`src/rtl/deskew_pkg.sv`:
```
// Shared constants and state encoding for the Deskew host-side controller.
// Contents:
//   WIDTH, ADDR_W        default pixel and BRAM address widths
//   IMG_PIXELS           pixels in one 28x28 image
//   OUT_BASE             BRAM word holding deskewed pixel 0
//   host_state_t         controller FSM states
package deskew_pkg;

  localparam int WIDTH      = 16;
  localparam int ADDR_W     = 11;
  localparam int IMG_PIXELS = 784;
  localparam int OUT_BASE   = 784;

  typedef enum logic [2:0] {
    IDLE   = 3'd0,
    LOAD   = 3'd1,
    KICK   = 3'd2,
    RUN    = 3'd3,
    UNLOAD = 3'd4
  } host_state_t;

endpackage

```
`src/rtl/deskew_host_ctrl_if.sv`:
```
// Bundle of the pixel streams, BRAM port A and the Deskew start/ready pair.
// Modports:
//   master  the host controller (drives s_ready, m_*, bram_* requests, dskw_start)
//   slave   the surroundings (drives s_data/s_valid, m_ready, bram_dout, dskw_ready)
interface deskew_host_ctrl_if #(
  parameter int WIDTH  = 16,
  parameter int ADDR_W = 11
);

  logic [WIDTH-1:0]  s_data;
  logic              s_valid;
  logic              s_ready;
  logic [WIDTH-1:0]  m_data;
  logic              m_valid;
  logic              m_ready;
  logic              m_last;
  logic [ADDR_W-1:0] bram_addr;
  logic [WIDTH-1:0]  bram_din;
  logic [WIDTH-1:0]  bram_dout;
  logic              bram_en;
  logic              bram_we;
  logic              dskw_start;
  logic              dskw_ready;

  modport master (
    input  s_data, s_valid, m_ready, bram_dout, dskw_ready,
    output s_ready, m_data, m_valid, m_last, bram_addr, bram_din, bram_en, bram_we, dskw_start
  );

  modport slave (
    output s_data, s_valid, m_ready, bram_dout, dskw_ready,
    input  s_ready, m_data, m_valid, m_last, bram_addr, bram_din, bram_en, bram_we, dskw_start
  );

endinterface

```
`src/rtl/deskew_host_ctrl_skid_fifo.sv`:
```
// Two-entry FIFO that absorbs the one-cycle BRAM read latency on the output stream.
// Ports:
//   clk, reset  clock and asynchronous active-low reset (FIFO empties)
//   push, din   write an entry (caller guarantees space)
//   pop         drop the head entry (caller guarantees non-empty)
//   dout        head entry
//   count       number of entries held (0..2)
module dskw_skid_fifo #(
  parameter int W = 17
) (
  input  logic         clk,
  input  logic         reset,
  input  logic         push,
  input  logic [W-1:0] din,
  input  logic         pop,
  output logic [W-1:0] dout,
  output logic [1:0]   count
);

  logic [W-1:0] mem_r [2];
  logic         wr_ptr_r;
  logic         rd_ptr_r;
  logic [1:0]   count_r;

  // Storage, pointers and occupancy; push and pop together leave count unchanged
  always_ff @(posedge clk or negedge reset) begin
    if (!reset) begin
      mem_r[0] <= {W{1'b0}};
      mem_r[1] <= {W{1'b0}};
      wr_ptr_r <= 1'b0;
      rd_ptr_r <= 1'b0;
      count_r  <= 2'd0;
    end else begin
      if (push) begin
        mem_r[wr_ptr_r] <= din;
        wr_ptr_r        <= ~wr_ptr_r;
      end
      if (pop) begin
        rd_ptr_r <= ~rd_ptr_r;
      end
      case ({push, pop})
        2'b10:   count_r <= count_r + 2'd1;
        2'b01:   count_r <= count_r - 2'd1;
        default: count_r <= count_r;
      endcase
    end
  end

  assign dout  = mem_r[rd_ptr_r];
  assign count = count_r;

endmodule

```
`src/rtl/deskew_host_ctrl.sv`:
```
// Host-side controller for the Deskew engine. Streams one image into BRAM
// words 0..IMG_PIXELS-1 through port A, kicks Deskew, waits for it to finish,
// then reads words OUT_BASE.. back out as a pixel stream with m_last on the
// final pixel. Pixel data passes through untouched.
// Ports:
//   clk, reset  clock and asynchronous active-low reset (all outputs 0)
//   bus         pixel streams, BRAM port A and Deskew start/ready (master side)
//   busy        high in every state except IDLE
module deskew_host_ctrl #(
  parameter int WIDTH      = deskew_pkg::WIDTH,
  parameter int ADDR_W     = deskew_pkg::ADDR_W,
  parameter int IMG_PIXELS = deskew_pkg::IMG_PIXELS,
  parameter int OUT_BASE   = deskew_pkg::OUT_BASE
) (
  input  logic                clk,
  input  logic                reset,
  deskew_host_ctrl_if.master  bus,
  output logic                busy
);

  import deskew_pkg::*;

  localparam logic [ADDR_W-1:0] LAST_A = ADDR_W'(IMG_PIXELS - 1);
  localparam logic [ADDR_W-1:0] CNT_A  = ADDR_W'(IMG_PIXELS);
  localparam logic [ADDR_W-1:0] BASE_A = ADDR_W'(OUT_BASE);
  localparam logic [ADDR_W-1:0] ONE_A  = ADDR_W'(1);

  host_state_t       state_r;
  host_state_t       state_s;
  logic [ADDR_W-1:0] wr_cnt_r;
  logic [ADDR_W-1:0] rd_cnt_r;
  logic              s_ready_r;
  logic              inflight_r;
  logic              inflight_last_r;

  logic              wr_fire_s;
  logic              rd_issue_s;
  logic              pop_s;
  logic              m_valid_s;
  logic              head_last_s;
  logic [2:0]        occupancy_s;
  logic [WIDTH:0]    fifo_dout_s;
  logic [1:0]        fifo_count_s;

  // s_ready_r is only ever high in IDLE/LOAD, so it alone qualifies a write
  assign wr_fire_s   = s_ready_r & bus.s_valid;
  assign m_valid_s   = (fifo_count_s != 2'd0);
  assign head_last_s = fifo_dout_s[WIDTH];
  assign pop_s       = m_valid_s & bus.m_ready;

  // Entries the FIFO will hold once the in-flight read lands, net of this
  // cycle's pop. Crediting the pop keeps one read per clock when m_ready is
  // held high; without it the stream would bubble every third cycle.
  assign occupancy_s = {1'b0, fifo_count_s} + {2'b00, inflight_r} - {2'b00, pop_s};
  assign rd_issue_s  = (state_r == UNLOAD) && (rd_cnt_r < CNT_A) && (occupancy_s < 3'd2);

  // Next-state logic
  always_comb begin
    state_s = state_r;
    case (state_r)
      IDLE, LOAD: begin
        if (wr_fire_s && (wr_cnt_r == LAST_A)) state_s = KICK;
        else if (wr_fire_s)                    state_s = LOAD;
        else                                   state_s = state_r;
      end
      KICK: begin
        if (!bus.dskw_ready) state_s = RUN;
        else                 state_s = KICK;
      end
      RUN: begin
        if (bus.dskw_ready) state_s = UNLOAD;
        else                state_s = RUN;
      end
      UNLOAD: begin
        if (pop_s && head_last_s) state_s = IDLE;
        else                      state_s = UNLOAD;
      end
      default: state_s = IDLE;
    endcase
  end

  // State, counters, registered s_ready and read-in-flight tracking
  always_ff @(posedge clk or negedge reset) begin
    if (!reset) begin
      state_r         <= IDLE;
      wr_cnt_r        <= {ADDR_W{1'b0}};
      rd_cnt_r        <= {ADDR_W{1'b0}};
      s_ready_r       <= 1'b0;
      inflight_r      <= 1'b0;
      inflight_last_r <= 1'b0;
    end else begin
      state_r   <= state_s;
      s_ready_r <= (state_s == IDLE) || (state_s == LOAD);
      if (wr_fire_s) begin
        wr_cnt_r <= (wr_cnt_r == LAST_A) ? {ADDR_W{1'b0}} : (wr_cnt_r + ONE_A);
      end
      if (state_s != UNLOAD) begin
        rd_cnt_r <= {ADDR_W{1'b0}};
      end else if (rd_issue_s) begin
        rd_cnt_r <= rd_cnt_r + ONE_A;
      end
      // The last-pixel tag travels with the read so the FIFO entry carries it
      inflight_r      <= rd_issue_s;
      inflight_last_r <= rd_issue_s && (rd_cnt_r == LAST_A);
    end
  end

  dskw_skid_fifo #(.W(WIDTH + 1)) u_fifo (
    .clk   (clk),
    .reset (reset),
    .push  (inflight_r),
    .din   ({inflight_last_r, bus.bram_dout}),
    .pop   (pop_s),
    .dout  (fifo_dout_s),
    .count (fifo_count_s)
  );

  // Port A drive: load writes take priority; idle port presents all zeros
  always_comb begin
    bus.bram_en   = 1'b0;
    bus.bram_we   = 1'b0;
    bus.bram_addr = {ADDR_W{1'b0}};
    bus.bram_din  = {WIDTH{1'b0}};
    if (wr_fire_s) begin
      bus.bram_en   = 1'b1;
      bus.bram_we   = 1'b1;
      bus.bram_addr = wr_cnt_r;
      bus.bram_din  = bus.s_data;
    end else if (rd_issue_s) begin
      bus.bram_en   = 1'b1;
      bus.bram_addr = BASE_A + rd_cnt_r;
    end else begin
      bus.bram_en   = 1'b0;
    end
  end

  assign bus.s_ready    = s_ready_r;
  assign bus.m_valid    = m_valid_s;
  assign bus.m_data     = m_valid_s ? fifo_dout_s[WIDTH-1:0] : {WIDTH{1'b0}};
  assign bus.m_last     = m_valid_s & head_last_s;
  assign bus.dskw_start = (state_r == KICK);
  assign busy           = (state_r != IDLE);

endmodule
```
`src/flat_wrapper.sv`:
```
// flat-port wrapper written by rule: the top's interface ports become plain ports
module deskew_host_ctrl_flat import deskew_pkg::*;
#(
  parameter int WIDTH      = deskew_pkg::WIDTH,
  parameter int ADDR_W     = deskew_pkg::ADDR_W,
  parameter int IMG_PIXELS = deskew_pkg::IMG_PIXELS,
  parameter int OUT_BASE   = deskew_pkg::OUT_BASE
)
  (clk, reset, busy, bus_s_data, bus_s_valid, bus_m_ready, bus_bram_dout, bus_dskw_ready, bus_s_ready, bus_m_data, bus_m_valid, bus_m_last, bus_bram_addr, bus_bram_din, bus_bram_en, bus_bram_we, bus_dskw_start);
  deskew_host_ctrl_if #(.WIDTH(WIDTH), .ADDR_W(ADDR_W)) bus_i ();
  input  logic clk;
  input  logic reset;
  output logic busy;
  input wire logic [$bits(bus_i.s_data)-1:0] bus_s_data;
  input wire logic [$bits(bus_i.s_valid)-1:0] bus_s_valid;
  input wire logic [$bits(bus_i.m_ready)-1:0] bus_m_ready;
  input wire logic [$bits(bus_i.bram_dout)-1:0] bus_bram_dout;
  input wire logic [$bits(bus_i.dskw_ready)-1:0] bus_dskw_ready;
  output wire logic [$bits(bus_i.s_ready)-1:0] bus_s_ready;
  output wire logic [$bits(bus_i.m_data)-1:0] bus_m_data;
  output wire logic [$bits(bus_i.m_valid)-1:0] bus_m_valid;
  output wire logic [$bits(bus_i.m_last)-1:0] bus_m_last;
  output wire logic [$bits(bus_i.bram_addr)-1:0] bus_bram_addr;
  output wire logic [$bits(bus_i.bram_din)-1:0] bus_bram_din;
  output wire logic [$bits(bus_i.bram_en)-1:0] bus_bram_en;
  output wire logic [$bits(bus_i.bram_we)-1:0] bus_bram_we;
  output wire logic [$bits(bus_i.dskw_start)-1:0] bus_dskw_start;
  assign bus_i.s_data = bus_s_data;
  assign bus_i.s_valid = bus_s_valid;
  assign bus_i.m_ready = bus_m_ready;
  assign bus_i.bram_dout = bus_bram_dout;
  assign bus_i.dskw_ready = bus_dskw_ready;
  assign bus_s_ready = bus_i.s_ready;
  assign bus_m_data = bus_i.m_data;
  assign bus_m_valid = bus_i.m_valid;
  assign bus_m_last = bus_i.m_last;
  assign bus_bram_addr = bus_i.bram_addr;
  assign bus_bram_din = bus_i.bram_din;
  assign bus_bram_en = bus_i.bram_en;
  assign bus_bram_we = bus_i.bram_we;
  assign bus_dskw_start = bus_i.dskw_start;
  deskew_host_ctrl #(.WIDTH(WIDTH), .ADDR_W(ADDR_W), .IMG_PIXELS(IMG_PIXELS), .OUT_BASE(OUT_BASE)) u_core (.clk(clk), .reset(reset), .bus(bus_i), .busy(busy));
endmodule
```
`config.mk`:
```
export PLATFORM = sky130hd
export DESIGN_NAME = deskew_host_ctrl_flat
export DESIGN_NICKNAME = d
export VERILOG_FILES = /design/src/rtl/deskew_pkg.sv /design/src/rtl/deskew_host_ctrl_if.sv /design/src/rtl/deskew_host_ctrl_skid_fifo.sv /design/src/rtl/deskew_host_ctrl.sv /design/src/flat_wrapper.sv
export SDC_FILE = /design/constraint.sdc
export NUM_CORES = 1
export LEC_CHECK = 0
export BUFFER_PORTS_ARGS = -buffer_cell sky130_fd_sc_hd__buf_2
export CORE_UTILIZATION = 41
export CTS_CLUSTER_SIZE = 28
export DETAILED_ROUTE_END_ITERATION = 6
export SYNTH_ARGS = -nofsm -noshare
export SYNTH_HDL_FRONTEND = slang
export SYNTH_HIERARCHICAL = 1
export SYNTH_SLANG_ARGS = --single-unit
```
`constraint.sdc`:
```
create_clock -name clk -period 3.9 [get_ports clk]
set_input_delay 0.39 -clock clk [delete_from_list [all_inputs] [get_ports clk]]
set_output_delay 0.39 -clock clk [all_outputs]
set_load 0.05 [all_outputs]
```
Yosys cells after proc, flatten, opt, wreduce, memory -nomap -nowiden

Index checks and enable logic that the tools add are counted.

Register bits: 66
Input bits: 37
Output and inout bits: 50
Logic and storage cells: 77

$add $sub $neg: 7
$lt $le $gt $ge: 5
Equal/unequal tests: 10
Muxes and demuxes: 23
Bitwise operators: 7
Reductions and logical operators: 14

Operators with widths:

| cell                                                                    | count |
|---|---|
| 17-bit 2-to-1 mux                                                       | 4 |
| 11-bit 2-to-1 mux                                                       | 5 |
| 34-bit bitwise mux                                                      | 1 |
| 16-bit 2-to-1 mux                                                       | 2 |
| 11-bit by 1-bit adder with 11-bit output, second input constant         | 2 |
| 11-bit by 10-bit equality test with 1-bit output, second input constant | 2 |
| 17-bit demux with 1-bit select                                          | 1 |
| 3-bit 2-to-1 mux                                                        | 4 |
| 3-bit one-hot mux with 4 select lines                                   | 1 |
| 10-bit by 11-bit adder with 11-bit output, first input constant         | 1 |
| 11-bit by 10-bit < comparator with 1-bit output, second input constant  | 1 |
| 3-bit by 1-bit equality test with 1-bit output, second input constant   | 2 |
| 3-bit by 2-bit equality test with 1-bit output, second input constant   | 2 |
| 1-bit logical AND                                                       | 6 |
| 3-bit zero test                                                         | 2 |
| 2-bit nonzero test                                                      | 3 |
| 2-bit >= comparator, second input constant                              | 2 |
| 1-bit 2-to-1 mux                                                        | 4 |
| 1-bit NOT with 2-bit output                                             | 2 |
| 2-bit one-hot mux with 2 select lines                                   | 1 |
| 2-bit by 1-bit adder with 3-bit output                                  | 1 |
| 1-bit AND                                                               | 3 |
| 3-bit equality test, second input constant                              | 1 |
| 3-bit by 2-bit < comparator with 1-bit output, second input constant    | 1 |
| other kinds (11)                                                        | 12 |

Depth between registers and ports, before layout

Word-level depth: 9
Gate-level depth with buffers: 13
Depth with buffers taken out: 10

Modules after synthesis

The synthesis kept the hierarchy.

By module, submodules not included:

| module           | instances | cells an instance | area each (um^2) | seq. area each (um^2) |
|---|---|---|---|---|
| deskew_host_ctrl | 1         | 233               | 1960.6           | 700.7 |
| dskw_skid_fifo   | 1         | 103               | 1641.6           | 950.9 |

Worst setup path before layout

Ideal clock, no wire load.

Path type: register to output
From: register u_core.u_fifo.count_r[1] (netlist: u_core/u_fifo/count[1])
To: output port bus_bram_addr[0]
Arrival: 4.015 ns
Required time: 3.510 ns
Slack: -0.505 ns
Cell stages (with the launch flop): 14
Path buffers: 4
Cell sequence: dfrtp_1 or2_2 clkbuf_1 and2_1 nor2b_1 o21ai_0 fa_1 xor2_1 or4b_1 buf_2 or2_1 buf_6 buf_6 o21ai_0

Word-level cells in the longest chain between the ends: 7
Elaborated cells on any way between the ends: 8
Those cells by class: add/sub (2); order compare (1); mux (2); bitwise (1); reduce/logical (2)

Ends and longest elaborated chain:

| what                                          | line                             | RTL |
|---|---|---|
| from (decl)                                   | deskew_host_ctrl_skid_fifo.sv:23 | `logic [1:0] count_r;` |
| from (signal assigned)                        | deskew_host_ctrl_skid_fifo.sv:42 | `2'b10: count_r <= count_r + 2'd1;` |
| from (signal assigned)                        | deskew_host_ctrl_skid_fifo.sv:43 | `2'b01: count_r <= count_r - 2'd1;` |
| from (signal assigned)                        | deskew_host_ctrl_skid_fifo.sv:44 | `default: count_r <= count_r;` |
| 2-bit nonzero test                            | deskew_host_ctrl.sv:47           | `assign m_valid_s = (fifo_count_s != 2'd0);` |
| 1-bit AND                                     | deskew_host_ctrl.sv:49           | `assign pop_s = m_valid_s & bus.m_ready;` |
| named net u_core.pop_s                        | deskew_host_ctrl.sv:38           | `logic pop_s;` |
| 3-bit by 1-bit subtractor with 3-bit output   | deskew_host_ctrl.sv:54           | `assign occupancy_s = {1'b0, fifo_count_s} + {2'b00, inflight_r} - {2'b00, pop_s};` |
| 3-bit by 2-bit < comparator with 1-bit output | deskew_host_ctrl.sv:55           | `assign rd_issue_s = (state_r == UNLOAD) && (rd_cnt_r < CNT_A) && (occupancy_s < 3'd2);` |
| 1-bit logical AND                             | deskew_host_ctrl.sv:55           |  |
| 11-bit 2-to-1 mux                             | deskew_host_ctrl.sv:129          | `end else if (rd_issue_s) begin` |
| 11-bit 2-to-1 mux                             | deskew_host_ctrl.sv:124          | `if (wr_fire_s) begin` |
| to (decl)                                     | flat_wrapper.sv:23               | `output wire logic [$bits(bus_i.bram_addr)-1:0] bus_bram_addr;` |

The timed path passes the listed nets, and every way through them passes these cells.

Worst setup path in the final report

From: register u_core.u_fifo.count_r[0] (netlist: u_core/u_fifo/count[0])
To: output port bus_bram_addr[6]

Same word-level chain as after synthesis.

==> impl_metrics.json <==
{
  "reg2reg_to": "u_core/rd_cnt_r[9]$_DFFE_PN0P_",
  "area_delta_synth_final_pct": 21.8,
  "multi_input_area_um2": 1860,
  "critPathKind": "register to primary output",
  "post-route-min-period_ns": 3.78,
  "antenna_found_initial": 0,
  "r2r_slack_ns": 0.73,
  "cp.required_ns": 3.51,
  "ys_types": 45,
  "start_util_pct": 43.2,
  "endpoint_kind": "primary output",
  "num_io_pins": 87,
  "ys.flop_type": "dfrtp_1",
  "syn_area_per_cell_um2": 10.7,
  "synthArstFlopShare_pct": 100,
  "post-route-util_pct": 52.6,
  "cts_root_buffer": "clkbuf_8",
  "synth_common_cells": "dfrtp_1, mux2_2, nand2_1",
  "fill_cells": 774,
  "vdd_drop_max_mv": 0.252,
  "cap_viol_max_count": 0,
  "netlist_instances": 336,
  "wirelength_um": 8030,
  "synth_most_common_cell": "dfrtp_1",
  "drive_gt1_share_pct": 40.9,
  "outcome": "finished clean",
  "track_usage_pct": 18.8,
  "first_pass_iters": 4,
  "die_h_um": 95.7,
  "seq_area_frac_synth_pct": 45.8,
  "syn_area_um2": 3600,
  "yosys-top-cells-area": "dfrtp_1, mux2_2, and3_1",
  "grt_pass1_wl_um": 13100,
  "cts-hold-fix-buffers": 0,
  "die-area_um2": 9160,
  "first_global_vias": 2713,
  "worst_pin_slew_ns": 0.957,
  "synth.top_cell.area_share_pct": 45.8,
  "port_buffers": 86,
  "clk_path_buf_depth": 2,
  "rsz0062_at_grt": "no",
  "nets": 463,
  "regArea_um2": 1650,
  "reg2reg_from": "u_core/u_fifo/count[0]$_DFFE_PN0P_",
  "worst_slack_ns": 0.124,
  "routedWlPerCell_um": 15.1,
  "drtIter0Drc": 60,
  "p_leak_nw": 2.00,
  "h-tree-depth": 3,
  "clock_latency_ns": 0.34,
  "r2r_cells": 9,
  "clock_skew_ns": 0.00733,
  "numCtsBuffers": 9,
  "clk_pin_slew_ns": 0.08,
  "crit_fanout": 8,
  "cp.arrival_ns": 3.39,
  "critPathLaunchType": "register",
  "yosysTopAreaCell": "dfrtp_1",
  "setup_violations": 0,
  "drcViolationCount": 0,
  "drt-vias-per-instance": 5.26,
  "p_total_w": 0.00276,
  "ant_nets": 0,
  "max-slew-margin-rel_pct": 36.2,
  "grt_overflow": 0,
  "grt_max_degree": 44,
  "hold_viol_final": 0,
  "drv_slew": 0,
  "syn_nets": 379,
  "die_x_um": 95.7,
  "fin_crit_sh_pct": 96.8,
  "gp_congestion": 0.812,
  "pre_cts_ws_ns": 0.142,
  "tritoncts": "yes",
  "synth-seq-cells": 66,
  "hpwl_um": 5600,
  "ys_warn_count": 6,
  "synth_edf_count": 0,
  "via_count": 2787,
  "dpl-instance-area_um2": 4120,
  "antenna_cells": 0,
  "fmax_mhz": 265,
  "holdWs_ns": 0.189,
  "hold_class": "input port to async pin",
  "coreArea_um2": 8340,
  "num_rows": 33,
  "stdcell_area_um2": 4390,
  "clkSinkCount": 66,
  "powerDensity_nw_per_um2": 629,
  "setup.worst_path.start": "u_core/u_fifo/count[0]$_DFFE_PN0P_"
}
-- layout make-up --
class	count	area share, %
inverter	6	0.513
clock inverter	6	2.08
clock buffer	10	2.91
timing repair buffer	92	11.4
sequential	66	37.7
multi-input combinational	245	42.4
tap	105	2.99
-- cells in the final DEF (no fill, tap or decap), types with 2 or more instances in the layout --
cell       Yosys  final
a21oi_1        7      7
and2_1        19     19
and3_1        21     21
buf_2          4     78
buf_4          0     10
bufinv_16      0      2
clkbuf_4       0      3
clkbuf_8       1      9
clkinv_4       0      3
dfrtp_1       66     64
dfrtp_2        0      2
ha_1           5      5
inv_1          6      6
mux2_2        51     51
nand2_1       34     34
nand2b_1       2      2
nand3_1       10     10
nand4_1        3      3
nor2_1        11     11
nor3_1         3      3
nor4_1         2      2
nor4bb_1       2      2
o211ai_1       2      2
o21ai_0       15     10
o21ai_1        1      6
o22a_1         2      2
o31ai_1        8      5
o31ai_2        2      3
o31ai_4        1      3
or2_2          1      2
or4_1          8      8
xnor2_1       12     12
xor2_1         6      6
-- layer usage --
metal  vias to the layer above  GRT usage [%]  share of wire (%)
li1                       1362              -                  -
met1                      1338           23.9                 47
met2                        73           30.5                 46
met3                        14           5.69                5.0
met4                         0           6.47                1.8
met5                         -              0                  0
-- worst max-delay path by stage --
stage                  endpoint  cells after the start  slack [ns]
2_1_floorplan  bus_bram_addr[0]                     13       -0.14
3_3_place_gp   bus_bram_addr[9]                     10        0.23
3_5_place_dp   bus_bram_addr[6]                     10        0.14
4_1_cts        bus_bram_addr[9]                     10        0.01
5_1_grt        bus_bram_addr[6]                      9        0.01
6_report       bus_bram_addr[6]                      9        0.12
-- critical path: stages, from the launching register on --
cell,delay [ns]
dfrtp_2,0.45
or2_2,0.31
and2_1,0.19
nor2b_2,0.17
fa_1,0.40
xor2_1,0.15
or4b_4,0.54
or2_4,0.35
o31ai_2,0.24
buf_4,0.24
-- repair_timing --
item / 4_1_cts / 5_1_grt
gates cloned: 0 / 1
setup buffers: 0 / 1
endpoints found under the setup margin: 12 / 11
gates resized for setup: 4 / 14
-- cells by family after synthesis --
logic type / count (synthesis) / share of synthesized area, %
adders and majority gates: 6 / 2.29
buffers and inverters: 26 / 3.75
AOI/OAI and AO/OA: 42 / 8.27
xor gates and xnor gates: 18 / 4.38
and+or+nand+nor: 126 / 19.2
muxes: 52 / 16.2
DFF: 66 / 45.8
-- sequential cells by signal, indices dropped and copies added, names as in the netlist --
register	cells
u_core/u_fifo/mem_r	34
u_core/rd_cnt_r	11
u_core/wr_cnt_r	11
u_core/state_r	3
u_core/u_fifo/count	2
u_core/bus.s_ready	1
u_core/inflight_last_r	1
u_core/inflight_r	1
u_core/u_fifo/rd_ptr_r	1
u_core/u_fifo/wr_ptr_r	1
-- power by group --
group / total, W / switching, W / internal [W]
registers: 0.000926 / 0.000108 / 0.000818
clock network: 0.000639 / 0.000277 / 0.000362
logic: 0.00120 / 0.000783 / 0.000413
-- metrics by stage --
step | cells | setup TNS, ns
2_1_floorplan | 336 | -0.847
3_3_place_gp | 512 | 0
3_5_place_dp | 512 | 0
4_1_cts | 528 | 0
5_1_grt | 530 | 0
6_report | 530 | 0
Note: power is estimated with default switching activity, not from simulation.
